<file path="config.mk">
export PLATFORM = sky130hd
export DESIGN_NAME = iir_biquad_mc
export DESIGN_NICKNAME = d
export VERILOG_FILES = /design/src/rtl/iir_biquad_mc.sv
export SDC_FILE = /design/constraint.sdc
export NUM_CORES = 1
export LEC_CHECK = 0
export CAP_MARGIN = 40
export CORE_MARGIN = 2
export CORE_UTILIZATION = 55
export CTS_BUF_LIST = sky130_fd_sc_hd__clkbuf_4 sky130_fd_sc_hd__clkbuf_8 sky130_fd_sc_hd__clkbuf_16
export CTS_CLUSTER_SIZE = 14
export DETAILED_ROUTE_END_ITERATION = 6
export PLACE_DENSITY = 0.73
export SYNTH_ARGS = -nofsm -noshare
export SYNTH_HDL_FRONTEND = slang
export SYNTH_SLANG_ARGS = --single-unit
</file>
<file path="constraint.sdc">
create_clock -name clk -period 8.1 [get_ports clk]
set_input_delay 1.62 -clock clk [delete_from_list [all_inputs] [get_ports clk]]
set_output_delay 1.62 -clock clk [all_outputs]
set_load 0.02 [all_outputs]
</file>
<file path="src/rtl/iir_biquad_mc.sv">
// rtl/iir_biquad_mc.sv - multi-channel time-multiplexed Direct Form I biquad IIR filter
//
// Purpose: one shared multiplier datapath filters N_CH interleaved channels.
//   Each channel keeps its own x[n-1], x[n-2], y[n-1], y[n-2] history.
//   A sample is accepted when vin=1 and ch_in < N_CH, and its result is
//   registered at that same edge (1-cycle latency).
//   Coefficients are Q(W-2) signed fixed point (W=9: 128 = 1.0).
//
// Configuration macro: IIR_SAT_EN
//   defined   -> out-of-range results clamp to the W-bit signed limits
//   undefined -> out-of-range results wrap to their W LSBs
//
// Ports:
//   clk      in   1   rising-edge clock
//   rst      in   1   asynchronous active-high reset
//   vin      in   1   input sample valid
//   din      in   W   input sample (signed)
//   ch_in    in   CW  channel tag of din
//   coef_ld  in   1   coefficient load strobe
//   b0..a2   in   W   coefficients (signed, scale 2^(W-2))
//   vout     out  1   output sample valid
//   dout     out  W   filtered sample (signed)
//   ch_out   out  CW  channel tag of dout
//   err      out  1   sticky illegal-channel flag
module iir_biquad_mc #(
  parameter int W    = 9,
  parameter int N_CH = 2,
  parameter int CW   = 1
) (
  input  logic                clk,
  input  logic                rst,
  input  logic                vin,
  input  logic signed [W-1:0] din,
  input  logic [CW-1:0]       ch_in,
  input  logic                coef_ld,
  input  logic signed [W-1:0] b0,
  input  logic signed [W-1:0] b1,
  input  logic signed [W-1:0] b2,
  input  logic signed [W-1:0] a1,
  input  logic signed [W-1:0] a2,
  output logic                vout,
  output logic signed [W-1:0] dout,
  output logic [CW-1:0]       ch_out,
  output logic                err
);

  localparam int ACC_W = 2 * W + 3;
  localparam int FRAC  = W - 2;
  // One extra bit so that N_CH = 2^CW is still representable for the compare.
  localparam logic [CW:0] N_CH_V = (CW + 1)'(N_CH);

  // Full-precision signed W x W product, operands sign-extended explicitly.
  function automatic logic signed [2*W-1:0] mul(input logic signed [W-1:0] a,
                                                input logic signed [W-1:0] b);
    return $signed({{W{a[W-1]}}, a}) * $signed({{W{b[W-1]}}, b});
  endfunction

  function automatic logic signed [ACC_W-1:0] ext(input logic signed [2*W-1:0] p);
    return $signed({{(ACC_W - 2*W){p[2*W-1]}}, p});
  endfunction

  logic signed [W-1:0] c_b0, c_b1, c_b2, c_a1, c_a2;

  logic signed [W-1:0] xs1 [N_CH];
  logic signed [W-1:0] xs2 [N_CH];
  logic signed [W-1:0] ys1 [N_CH];
  logic signed [W-1:0] ys2 [N_CH];

  logic                    ch_ok;
  logic                    accept;
  logic [CW-1:0]           ch_idx;
  logic signed [ACC_W-1:0] acc;
  logic signed [ACC_W-1:0] sh;
  logic signed [W-1:0]     y_red;

  assign ch_ok  = ({1'b0, ch_in} < N_CH_V);
  assign accept = vin & ch_ok;
  // Keep the history lookup in range even while an illegal tag is presented.
  assign ch_idx = ch_ok ? ch_in : '0;

  always_comb begin
    acc = ext(mul(c_b0, din))
        + ext(mul(c_b1, xs1[ch_idx]))
        + ext(mul(c_b2, xs2[ch_idx]))
        - ext(mul(c_a1, ys1[ch_idx]))
        - ext(mul(c_a2, ys2[ch_idx]));
    sh = acc >>> FRAC;
`ifdef IIR_SAT_EN
    // Bits above the W-bit result must all equal its sign bit to be in range.
    if (!sh[ACC_W-1] && (|sh[ACC_W-2:W-1])) begin
      y_red = {1'b0, {(W-1){1'b1}}};
    end else if (sh[ACC_W-1] && !(&sh[ACC_W-2:W-1])) begin
      y_red = {1'b1, {(W-1){1'b0}}};
    end else begin
      y_red = sh[W-1:0];
    end
`else
    y_red = W'(sh);
`endif
  end

  always_ff @(posedge clk or posedge rst) begin
    if (rst) begin
      vout   <= 1'b0;
      dout   <= '0;
      ch_out <= '0;
      err    <= 1'b0;
      c_b0   <= '0;
      c_b1   <= '0;
      c_b2   <= '0;
      c_a1   <= '0;
      c_a2   <= '0;
      for (int i = 0; i < N_CH; i++) begin
        xs1[i] <= '0;
        xs2[i] <= '0;
        ys1[i] <= '0;
        ys2[i] <= '0;
      end
    end else begin
      // A sample arriving with coef_ld sees the old coefficients, since the
      // datapath reads the registers, not the coefficient inputs.
      if (coef_ld) begin
        c_b0 <= b0;
        c_b1 <= b1;
        c_b2 <= b2;
        c_a1 <= a1;
        c_a2 <= a2;
      end
      if (accept) begin
        vout        <= 1'b1;
        dout        <= y_red;
        ch_out      <= ch_in;
        xs2[ch_idx] <= xs1[ch_idx];
        xs1[ch_idx] <= din;
        ys2[ch_idx] <= ys1[ch_idx];
        ys1[ch_idx] <= y_red;
      end else begin
        vout <= 1'b0;
      end
      if (vin && !ch_ok) begin
        err <= 1'b1;
      end
    end
  end

endmodule

</file>
# Word-level counts from Yosys, hierarchy flattened

Cells that the tools add are included.

Input bits: 59
Word-level logic and storage cells: 48
Flip-flop bits (word level): 128
Output and inout bits: 12

Reductions and logical operators: 1
Multipliers: 5
Multiplexer cells: 19
Bitwise gates (word level): 1
Magnitude comparators: 2
$add $sub $neg: 4

Operators by type and width:

| kind               | count |
|---|---|
| $mux 9             | 13 |
| $mul 9x9->16       | 5 |
| $bwmux 18          | 4 |
| $add 16x16->16     | 2 |
| $sub 16x16->16     | 2 |
| $demux 9 s1        | 1 |
| $ge 2x2->1 const B | 1 |
| $lt 2x1->1 const B | 1 |
| $not 1->2          | 1 |
| $logic_and 1x1->1  | 1 |
| $mux 1             | 1 |

# Logic depth before layout (Yosys ltp)

Gate-level depths: netlist of run 1.

Depth in word-level cells: 10
Mapped depth: 31
Depth with buffers taken out: 27

# Worst setup path before layout of run 1

Ideal clock, no wire load.

Path kind: input -> register
Start point: input port ch_in
End point: register ys1[5] (netlist bit)
Arrival time: 9.314 ns
Path slack: -1.345 ns
Data required time: 7.969 ns
Path buffers: 4
Stages: 29
Setup time: 0.131 ns
Cell sequence: buf_6 -> buf_6 -> clkbuf_1 -> buf_1 -> mux2_2 -> and2_1 -> fa_1 -> inv_1 -> fa_1 -> inv_1 -> fa_1 -> fa_1 -> fa_1 -> inv_1 -> fa_1 -> fa_1 -> fa_1 -> inv_1 -> fa_1 -> inv_1 -> ha_1 -> o21a_1 -> o21ai_0 -> nand2b_1 -> and2_1 -> a21oi_1 -> o21bai_1 -> xnor2_1 -> o21ai_0

Word-level cells in the longest chain between the ends: 10
Elaborated cells on any way between the ends: 27
Classes of those cells: add/sub (4); mul (4); order compare (2); mux (15); bitwise (1); reduce/logical (1)

Ends and longest elaborated chain:

| element                                   | RTL line | RTL |
|---|---|---|
| from (decl)                               | 34       | `input logic [CW-1:0] ch_in,` |
| $not 1->2 (not written as such) *         | --       |  |
| $mux 9 (not written as such) (3 in a row) | 83       | `+ ext(mul(c_b1, xs1[ch_idx]))` |
| $mul 9x9->16                              | 55       | `return $signed({{W{a[W-1]}}, a}) * $signed({{W{b[W-1]}}, b});` |
| $add 16x16->16                            | 83       |  |
| $add 16x16->16                            | 84       | `+ ext(mul(c_b2, xs2[ch_idx]))` |
| $sub 16x16->16                            | 85       | `- ext(mul(c_a1, ys1[ch_idx]))` |
| $sub 16x16->16                            | 86       | `- ext(mul(c_a2, ys2[ch_idx]));` |
| $bwmux 18 *                               | 136      | `ys1[ch_idx] <= y_red;` |
| to (signal, indexed assignment)           | 136      |  |
| to (decl)                                 | 66       | `logic signed [W-1:0] ys1 [N_CH];` |

Every way passes the cells marked *; elsewhere a longest branch is shown, timed or not. The select of a mux whose other input is x is not followed.
A chain may end at the register's enable or synchronous reset.

# Worst setup path after layout of run 1

Start point: input port ch_in
End point: register dout[7]

Word-level cells in the longest chain between the ends: 9
Elaborated cells on any way between the ends: 21
Classes of those cells: add/sub (4); mul (4); mux (12); bitwise (1)

Ends and longest elaborated chain:

| element                                   | RTL line | RTL |
|---|---|---|
| $not 1->2 (not written as such) *         | --       |  |
| $mux 9 (not written as such) (3 in a row) | 83       |  |
| $mul 9x9->16                              | 55       |  |
| $add 16x16->16                            | 83       |  |
| $add 16x16->16                            | 84       |  |
| $sub 16x16->16                            | 85       |  |
| $sub 16x16->16 *                          | 86       |  |
| to (signal assigned)                      | 131      | `dout <= y_red;` |
| to (decl)                                 | 42       | `output logic signed [W-1:0] dout,` |

Marked as above.

==> results.json, run 1 <==
{
  "core_sq_mm": 0.0364,
  "ys_types": 39,
  "worstSetupPathType": "in -> reg",
  "area_growth_syn_to_layout_pct": 17.9,
  "critPathCapture": "dout[7]",
  "cts_made_buffers": 17,
  "whs_path_depth": 1,
  "fin_ws_ns": -0.362,
  "rows": 70,
  "place_inst": 2542,
  "syn_nets": 2549,
  "worst_slew_pin_slew_ns": 0.817,
  "slew_headroom": 0.453,
  "dieArea_sq_mm": 0.0384,
  "min-delay-start": "xs2[10]",
  "cp_max_fo": 7,
  "failed_checks": "negative setup slack",
  "drtIter0Drc": 873,
  "period_share": 1.04,
  "wl_mm": 53.6,
  "vias": 13600,
  "nFillCells": 2790,
  "grt_pass1_wl_mm": 86.7,
  "grt_pass1_vias": 15600,
  "fin_crit_ns": 8.46,
  "synthArstFlopShare": 1.00,
  "worstReg2RegStart": "c_a2[8]",
  "syn_area_per_cell_sq_um": 10.5,
  "clk_pin_slew_ns": 0.07,
  "place_congestion": 0.947,
  "status": "finished, violations left",
  "root_buffer": "clkbuf_16",
  "drv_cap": 0,
  "cp-start-kind": "input pin",
  "hpwl_mm": 44.3,
  "clockBufferDepth": 2,
  "cp-end-kind": "flop",
  "worstReg2RegEnd": "dout[8]",
  "nNetsFinal": 2735,
  "max_freq_ghz": 0.118,
  "finalClockSkew_ns": 0.0149,
  "ctsHtreeMaxLevel": 4,
  "hold_viol": 0,
  "ant_nets": 0,
  "yosys.area.top_type": "fa_1",
  "grt_max_degree": 51,
  "cp.arrival_ns": 8.76,
  "mostFrequentLayoutCells": "474 x inv_1, 386 x fa_1, 156 x nand2_1, 136 x ha_1, 132 x buf_4",
  "r2r_cells": 22,
  "drv_slew": 0,
  "die_w_um": 196,
  "synth_area_sq_mm": 0.0202,
  "insertion_delay_ns": 0.45,
  "synth-seq-cells": 128,
  "yosys-top-cells-area": "fa_1 41%, dfrtp_1 16%, inv_1 9.2%",
  "layout_commonest_cell": "inv_1",
  "regToRegSetupSlack_ns": 0.64,
  "via_per_inst": 5.24,
  "routedWlPerCell_um": 20.6,
  "chipHeight_um": 196,
  "n_antenna_cell": 0,
  "synth_flop_cell": "dfrtp_1",
  "grt.total_usage": 0.302,
  "start_util": 0.556,
  "cts_tree": "done",
  "setup_violations": 15,
  "portBuffers": 69,
  "cts_hold_buf": 0,
  "ys_warn_count": 0,
  "overflow": 0,
  "synth_edf_count": 0,
  "synth_top_area_share": 0.410,
  "multiInputGateArea_sq_mm": 0.0154,
  "worstHoldPathType": "reg -> reg",
  "drt_first_pass_iters": 5,
  "drive_gt1_frac": 0.212,
  "cts.sinks": 128,
  "synthCells": 1935,
  "rsz0062_at_grt": "true",
  "synth.yosys.seq_area_share": 0.158,
  "boundaryPins": 71,
  "cp-startpoint": "ch_in",
  "grt_antenna_before_repair": 1,
  "seqCellArea_sq_mm": 0.00320,
  "stdcell_count": 2602,
  "worstPathRequired_ns": 8.39,
  "drc": 0
}
==> flip-flops by register name (all words and copies together), names as in the netlist <==
register,count
ys1,18
ch_out,1
vout,1
c_a2,9
c_b2,9
dout,9
ys2,18
xs1,18
c_a1,9
c_b1,9
c_b0,9
xs2,18
==> stage by stage <==
step | TNS (ns) | area [sq um] | setup WS, ns | utilization | hold slack [ns]
floorplan | -7.38 | 20500 | -0.510 | - | 0.462
global placement | -16.36 | 22500 | -0.924 | 0.618 | 0.487
detailed placement | -18.11 | 22600 | -0.945 | 0.620 | 0.492
CTS | -4.00 | 23500 | -0.359 | 0.645 | 0.508
global route | -7.66 | 23900 | -0.548 | 0.655 | 0.511
finish | -3.72 | 23900 | -0.362 | 0.655 | 0.510
==> per-layer routing <==
layer,GRT usage,wire [um]
met4,0.126,2250
met5,0,0
met1,0.395,21500
met3,0.0584,3880
met2,0.497,26000
==> critical path, cell delays in order <==
cell,delay (ns)
buf_16,0.13
buf_12,0.14
buf_4,0.13
mux2_4,0.34
and2_4,0.18
fa_1,0.53
inv_1,0.06
fa_1,0.53
inv_1,0.05
fa_1,0.53
inv_1,0.06
fa_2,0.58
fa_2,0.45
fa_1,0.54
fa_2,0.45
fa_1,0.49
inv_1,0.05
fa_1,0.52
inv_2,0.05
ha_4,0.21
a21o_1,0.18
a21oi_4,0.18
nand2_2,0.09
a21oi_2,0.16
xor2_1,0.24
buf_4,0.18
mux2i_1,0.07
==> Yosys cell counts (all sizes together), types with 2 or more instances <==
library cell,count
a21o,2
xnor3,4
xor2,10
o21ai,22
nor2,24
nand2b,22
or2,11
and2,111
a21oi,7
inv,496
o21bai,3
xnor2,63
mux2,119
mux2i,23
dfrtp,128
nor2b,76
buf,31
fa,415
and2b,20
nand2,165
o211ai,2
ha,140
clkbuf,33
==> how the worst min path moves through the flow <==
stage | to
after floorplan | ys1[1]
after global routing | xs2[10]
after detailed placement | ys2[17]
after CTS | xs2[10]
after global placement | ys2[0]
final | xs2[10]
==> cell type report <==
type | instances | area share
Clock buffer | 20 | 0.0193
Inverter | 496 | 0.0782
Clock inverter | 12 | 0.00514
Sequential cell | 128 | 0.134
Tap cell | 468 | 0.0245
Timing Repair Buffer | 230 | 0.0916
Multi-Input combinational cell | 1248 | 0.647
==> cells by family after synthesis <==
family / Yosys count / synth area share
and+or+nand+nor: 433 / 0.112
AOI/OAI and AO/OA: 39 / 0.0109
other: 1 / 0.000185
buffers and inverters: 560 / 0.105
muxes: 142 / 0.0802
adders and majority gates: 555 / 0.497
xor gates and xnor gates: 77 / 0.0360
DFF: 128 / 0.158
==> what timing repair did <==
| action | in CTS | in global routing |
|---|---|---|
| hold endpoints to repair | 0 | 0 |
| cloned | 2 | 1 |
| endpoints found under the setup margin | 24 | 27 |
| resized for setup | 50 | 68 |
| buffers inserted | 10 | 17 |
| pin swaps | 29 | 72 |
Power of run 1 is not shown: default switching activity piles up to over one toggle a cycle in this logic, so the estimate is an artifact.
==> run 2: changes to the inputs <==
==> constraint.sdc (replaced) <==
create_clock -name clk -period 9.78 [get_ports clk]
set_input_delay 1.956 -clock clk [delete_from_list [all_inputs] [get_ports clk]]
set_output_delay 1.956 -clock clk [all_outputs]
set_load 0.02 [all_outputs]
==> run 2 against run 1 <==
The run now ends clean. Via count down 4.5%. Register-to-register slack better by 1.5 ns. Flip-flop and latch count unchanged. Non-clock buffer count down 128. First-iteration DRC count down 11%. Core utilization down 4.7 points. Worst setup slack better by 0.94 ns. Hold slack worse by 0.0096 ns. Sequential share of layout area up 1.0 points. Count of clock-buffer cells in the layout up 1. Largest cell class unchanged. Highest routed layer unchanged.
==> results.json, run 2 (synthesis gave the netlist of run 1 again) <==
{
  "status": "complete, no violations",
  "grt_pass1_vias": 14800,
  "drv_slew": 0,
  "insertion_delay_ns": 0.46,
  "n_antenna_cell": 0,
  "overflow": 0,
  "worst_path_max_delay_cell": "clkdlybuf4s50_1",
  "top_usage_layer": "met2",
  "place_area_sq_mm": 0.0216,
  "dieArea_sq_mm": 0.0384,
  "post_cts_resized": 0,
  "die_w_um": 196,
  "area_growth_syn_to_layout_pct": 9.48,
  "grt.total_usage": 0.276,
  "use_met2": 0.450,
  "cts.sinks": 128,
  "critPathCapture": "dout[8]",
  "clk_pin_slew_ns": 0.06,
  "max_freq_ghz": 0.109,
  "boundaryPins": 71,
  "regToRegSetupSlack_ns": 2.16,
  "finalClockSkew_ns": 0.0130,
  "slew_headroom": 0.409,
  "vias": 13000,
  "cpPeakStageDelay_ns": 0.67,
  "via_per_inst": 5.27,
  "cp_cell_sequence": "clkdlybuf4s50_1 > buf_4 > and2_1 > fa_1 > fa_1 > inv_1 > fa_1 > fa_1 > inv_1 > fa_1 > inv_1 > fa_1 > fa_1 > fa_1 > fa_1 > xor2_1 > xnor2_1 > xnor2_1 > xnor2_1 > xnor3_1 > xnor3_1 > xnor2_1 > a21oi_1",
  "setup_violations": 0,
  "root_buffer": "clkbuf_16",
  "rows": 70,
  "cp_common_cell": "fa_1",
  "rsz0062_at_grt": "false",
  "fin_crit_ns": 9.20,
  "chipHeight_um": 196,
  "drt_first_pass_iters": 6,
  "cp-end-kind": "flop",
  "drv_cap": 0,
  "cts_hold_buf": 0,
  "routedWlPerCell_um": 19.5,
  "fin_tns_setup_ns": 0,
  "drtIter0Drc": 780,
  "cp-startpoint": "din[2]",
  "cp-start-kind": "input pin",
  "drc": 0,
  "place_congestion": 0.934,
  "postCtsSetupBuffers": 0,
  "gr-usage-met1": 0.364,
  "layout_commonest_cell": "inv_1",
  "cp.arrival_ns": 9.50,
  "wl_mm": 48.2,
  "nNetsFinal": 2606,
  "period_share": 0.941,
  "cp_max_fo": 4,
  "hpwl_mm": 41.2,
  "grt_antenna_before_repair": 1,
  "r2r_cells": 25,
  "cts_made_buffers": 17,
  "portBuffers": 69,
  "worst_slew_pin_slew_ns": 0.883,
  "nFillCells": 2942,
  "fin_ws_ns": 0.580,
  "clockBufferDepth": 2,
  "grt_pass1_wl_mm": 79.6,
  "worstHoldPathType": "reg -> reg",
  "start_util": 0.556,
  "worstSetupPathType": "in -> reg",
  "worstReg2RegEnd": "ys1[5]",
  "worstReg2RegStart": "ys2[2]",
  "mostFrequentLayoutCells": "495 x inv_1, 415 x fa_1, 163 x nand2_1, 140 x ha_1, 128 x dfrtp_1",
  "hold_viol": 0,
  "ctsHtreeMaxLevel": 4,
  "postLayoutCoreUtil": 0.608,
  "met3_usage": 0.0517,
  "grt_max_degree": 56,
  "fin_area_sq_mm": 0.0222,
  "ant_nets": 0,
  "worstPathRequired_ns": 10.08,
  "core_sq_mm": 0.0364,
  "drive_gt1_frac": 0.107,
  "place_ws_ns": 0.142,
  "cts_tree": "done"
}
-- run 2: layout make-up --
| cell class | count | area [sq um] | area share |
|---|---|---|---|
| Tap cell | 468 | 586 | 0.0264 |
| Timing Repair Buffer | 102 | 1010 | 0.0456 |
| Clock buffer | 21 | 462 | 0.0208 |
| Multi-Input combinational cell | 1247 | 14900 | 0.673 |
| Sequential cell | 128 | 3200 | 0.145 |
| Clock inverter | 10 | 114 | 0.00514 |
| Inverter | 496 | 1870 | 0.0842 |
-- run 2: metrics by stage --
| stage | hold slack (ns) | instances |
|---|---|---|
| floorplan | 0.462 | 1935 |
| global placement | 0.482 | 2437 |
| detailed placement | 0.491 | 2441 |
| CTS | 0.506 | 2472 |
| global route | 0.522 | 2472 |
| finish | 0.500 | 2472 |
-- run 2: worst max-delay path: cells and delay by family --
kind / cells / cell delay, ns
compound gates: 1 / 0.12
xor+xnor: 7 / 1.54
fa+ha+maj: 9 / 4.55
buf+inv: 5 / 1.08
simple gates: 1 / 0.27
-- run 2: how the worst min path moves through the flow --
stage,startpoint,end,slack [ns],cells past startpoint
floorplan,ys1[1],ys1[1],0.46,2
global placement,ys1[12],ys1[12],0.48,2
detailed placement,ys2[10],ys2[10],0.49,1
CTS,ys2[9],ys2[9],0.51,1
global route,ys2[10],ys2[10],0.52,1
finish,ys1[10],ys1[10],0.50,2
-- run 2: per-layer routing --
layer | vias up | routed length [um] | part of all wire
met5 | - | 0 | 0
met4 | 0 | 2210 | 0.046
met3 | 121 | 2990 | 0.062
met2 | 433 | 23300 | 0.48
met1 | 6743 | 19700 | 0.41
li1 | 5736 | - | -
Power of run 2 is left out for the same reason.
==> run 3: changes to the inputs <==
--- a/config.mk
+++ b/config.mk
@@ -6,12 +6,15 @@
 export NUM_CORES = 1
 export LEC_CHECK = 0
 export CAP_MARGIN = 40
+export CELL_PAD_IN_SITES_DETAIL_PLACEMENT = 0
+export CELL_PAD_IN_SITES_GLOBAL_PLACEMENT = 1
 export CORE_MARGIN = 2
-export CORE_UTILIZATION = 55
+export CORE_UTILIZATION = 38
 export CTS_BUF_LIST = sky130_fd_sc_hd__clkbuf_4 sky130_fd_sc_hd__clkbuf_8 sky130_fd_sc_hd__clkbuf_16
 export CTS_CLUSTER_SIZE = 14
 export DETAILED_ROUTE_END_ITERATION = 6
-export PLACE_DENSITY = 0.73
+export GPL_TIMING_DRIVEN = 1
+export PLACE_DENSITY_LB_ADDON = 0.1
 export SYNTH_ARGS = -nofsm -noshare
 export SYNTH_HDL_FRONTEND = slang
 export SYNTH_SLANG_ARGS = --single-unit
==> run 3 against run 2 <==
Sequential share of layout area fell by 0.22 points. Flip-flop and latch count stayed put. Routed wire length rose by 10%.
==> results.json, run 3 (synthesis gave the netlist of run 1 again) <==
{
  "nFillCells": 5173,
  "drv_cap": 0,
  "routedWlPerCell_um": 19.6,
  "worstReg2RegEnd": "ys1[16]",
  "rsz0062_at_grt": "false",
  "rows": 84,
  "r2r_cells": 22,
  "start_util": 0.384,
  "core_sq_mm": 0.0527,
  "whs_path_depth": 1,
  "worstHoldPathType": "reg -> reg",
  "drive_gt1_frac": 0.114,
  "nNetsFinal": 2623,
  "drtIter0Drc": 576,
  "drt_first_pass_iters": 5,
  "fin_crit_ns": 9.11,
  "min-delay-start": "ys2[2]",
  "place_inst": 2678,
  "via_per_inst": 4.67,
  "worstPathRequired_ns": 10.13,
  "worst_slew_pin_slew_ns": 0.831,
  "dieArea_sq_mm": 0.0551,
  "cp_max_fo": 17,
  "grt_antenna_before_repair": 0,
  "chipHeight_um": 235,
  "cp.arrival_ns": 9.46,
  "wl_mm": 53.0,
  "status": "complete, no violations",
  "hold_viol": 0,
  "slew_headroom": 0.446,
  "drv_slew": 0,
  "mostFrequentLayoutCells": "495 x inv_1, 415 x fa_1, 163 x nand2_1, 140 x ha_1, 128 x dfrtp_1",
  "insertion_delay_ns": 0.50,
  "max_freq_ghz": 0.110,
  "vias": 12700,
  "worstReg2RegStart": "xs2[0]",
  "place_area_sq_mm": 0.0219,
  "die_w_um": 235,
  "min_to": "ys2[2]",
  "portBuffers": 69,
  "cts_tree": "done",
  "ant_nets": 0,
  "cp-startpoint": "ch_in",
  "cp-start-kind": "input pin",
  "cts.sinks": 128,
  "drc": 0,
  "cp-end-kind": "flop",
  "clk_pin_slew_ns": 0.06,
  "grt.total_usage": 0.208,
  "cts_hold_buf": 0,
  "grt_max_degree": 76,
  "layout_commonest_cell": "inv_1",
  "regToRegSetupSlack_ns": 2.26,
  "period_share": 0.931,
  "finalClockSkew_ns": 0.0157,
  "place_congestion": 0.841,
  "area_growth_syn_to_layout_pct": 11.2,
  "grt_pass1_wl_mm": 84.7,
  "fin_tns_setup_ns": 0,
  "grt_pass1_vias": 14200,
  "ctsHtreeMaxLevel": 4,
  "worstSetupPathType": "in -> reg",
  "postLayoutCoreUtil": 0.428,
  "clockBufferDepth": 2,
  "hpwl_mm": 46.0,
  "setup_violations": 0,
  "boundaryPins": 71,
  "fin_area_sq_mm": 0.0225,
  "cts_made_buffers": 17,
  "postCtsSetupBuffers": 0,
  "overflow": 0,
  "stdcell_count": 2710,
  "root_buffer": "clkbuf_16",
  "post_cts_resized": 0
}
[run 3: layout make-up]
type	instances	area, sq um	share of cell area
well taps	688	861	0.0382
clock inverters	10	113	0.00500
multi-input cells	1247	14900	0.663
flip-flops and latches	128	3200	0.142
inverters	496	1870	0.0829
diodes	1	2.50	0.000111
clock buffers	21	462	0.0205
repair buffers	119	1080	0.0482
[run 3: critical path, stage by stage]
cell	delay (ns)
buf_2	0.10
buf_12	0.19
buf_4	0.19
mux2_2	0.44
and2_1	0.20
fa_1	0.50
inv_1	0.05
fa_1	0.49
inv_1	0.05
fa_1	0.53
fa_1	0.52
fa_1	0.52
inv_1	0.05
fa_1	0.56
fa_1	0.43
fa_1	0.49
inv_1	0.05
fa_1	0.48
inv_1	0.05
ha_1	0.20
nor4_1	0.28
o21ai_0	0.21
nand3_1	0.21
nand2_1	0.11
a21oi_1	0.18
xor2_1	0.27
o21ai_0	0.13
[run 3: how the worst max path moves through the flow]
stage	endpoint	slack (ns)	cells after the start
3_3_place_gp	ys1[5]	0.19	26
2_1_floorplan	ys1[7]	0.03	28
4_1_cts	ys1[5]	0.66	25
6_report	ys1[16]	0.67	27
5_1_grt	ys1[16]	0.29	25
3_5_place_dp	ys1[5]	0.10	25
[run 3: through the flow]
step | hold WS [ns] | worst slack (ns)
CTS | 0.503 | 0.655
finish | 0.501 | 0.674
global route | 0.518 | 0.292
floorplan | 0.462 | 0.0261
detailed placement | 0.488 | 0.102
global placement | 0.481 | 0.192
[run 3: per-layer routing]
metal / wire length, um / up-vias / global-route usage
met5: 0 / - / 0
met4: 923 / 0 / 0.0495
met3: 1730 / 47 / 0.0409
met2: 27100 / 166 / 0.354
met1: 23300 / 6673 / 0.272
li1: - / 5769 / -
Power of run 3 is left out for the same reason.
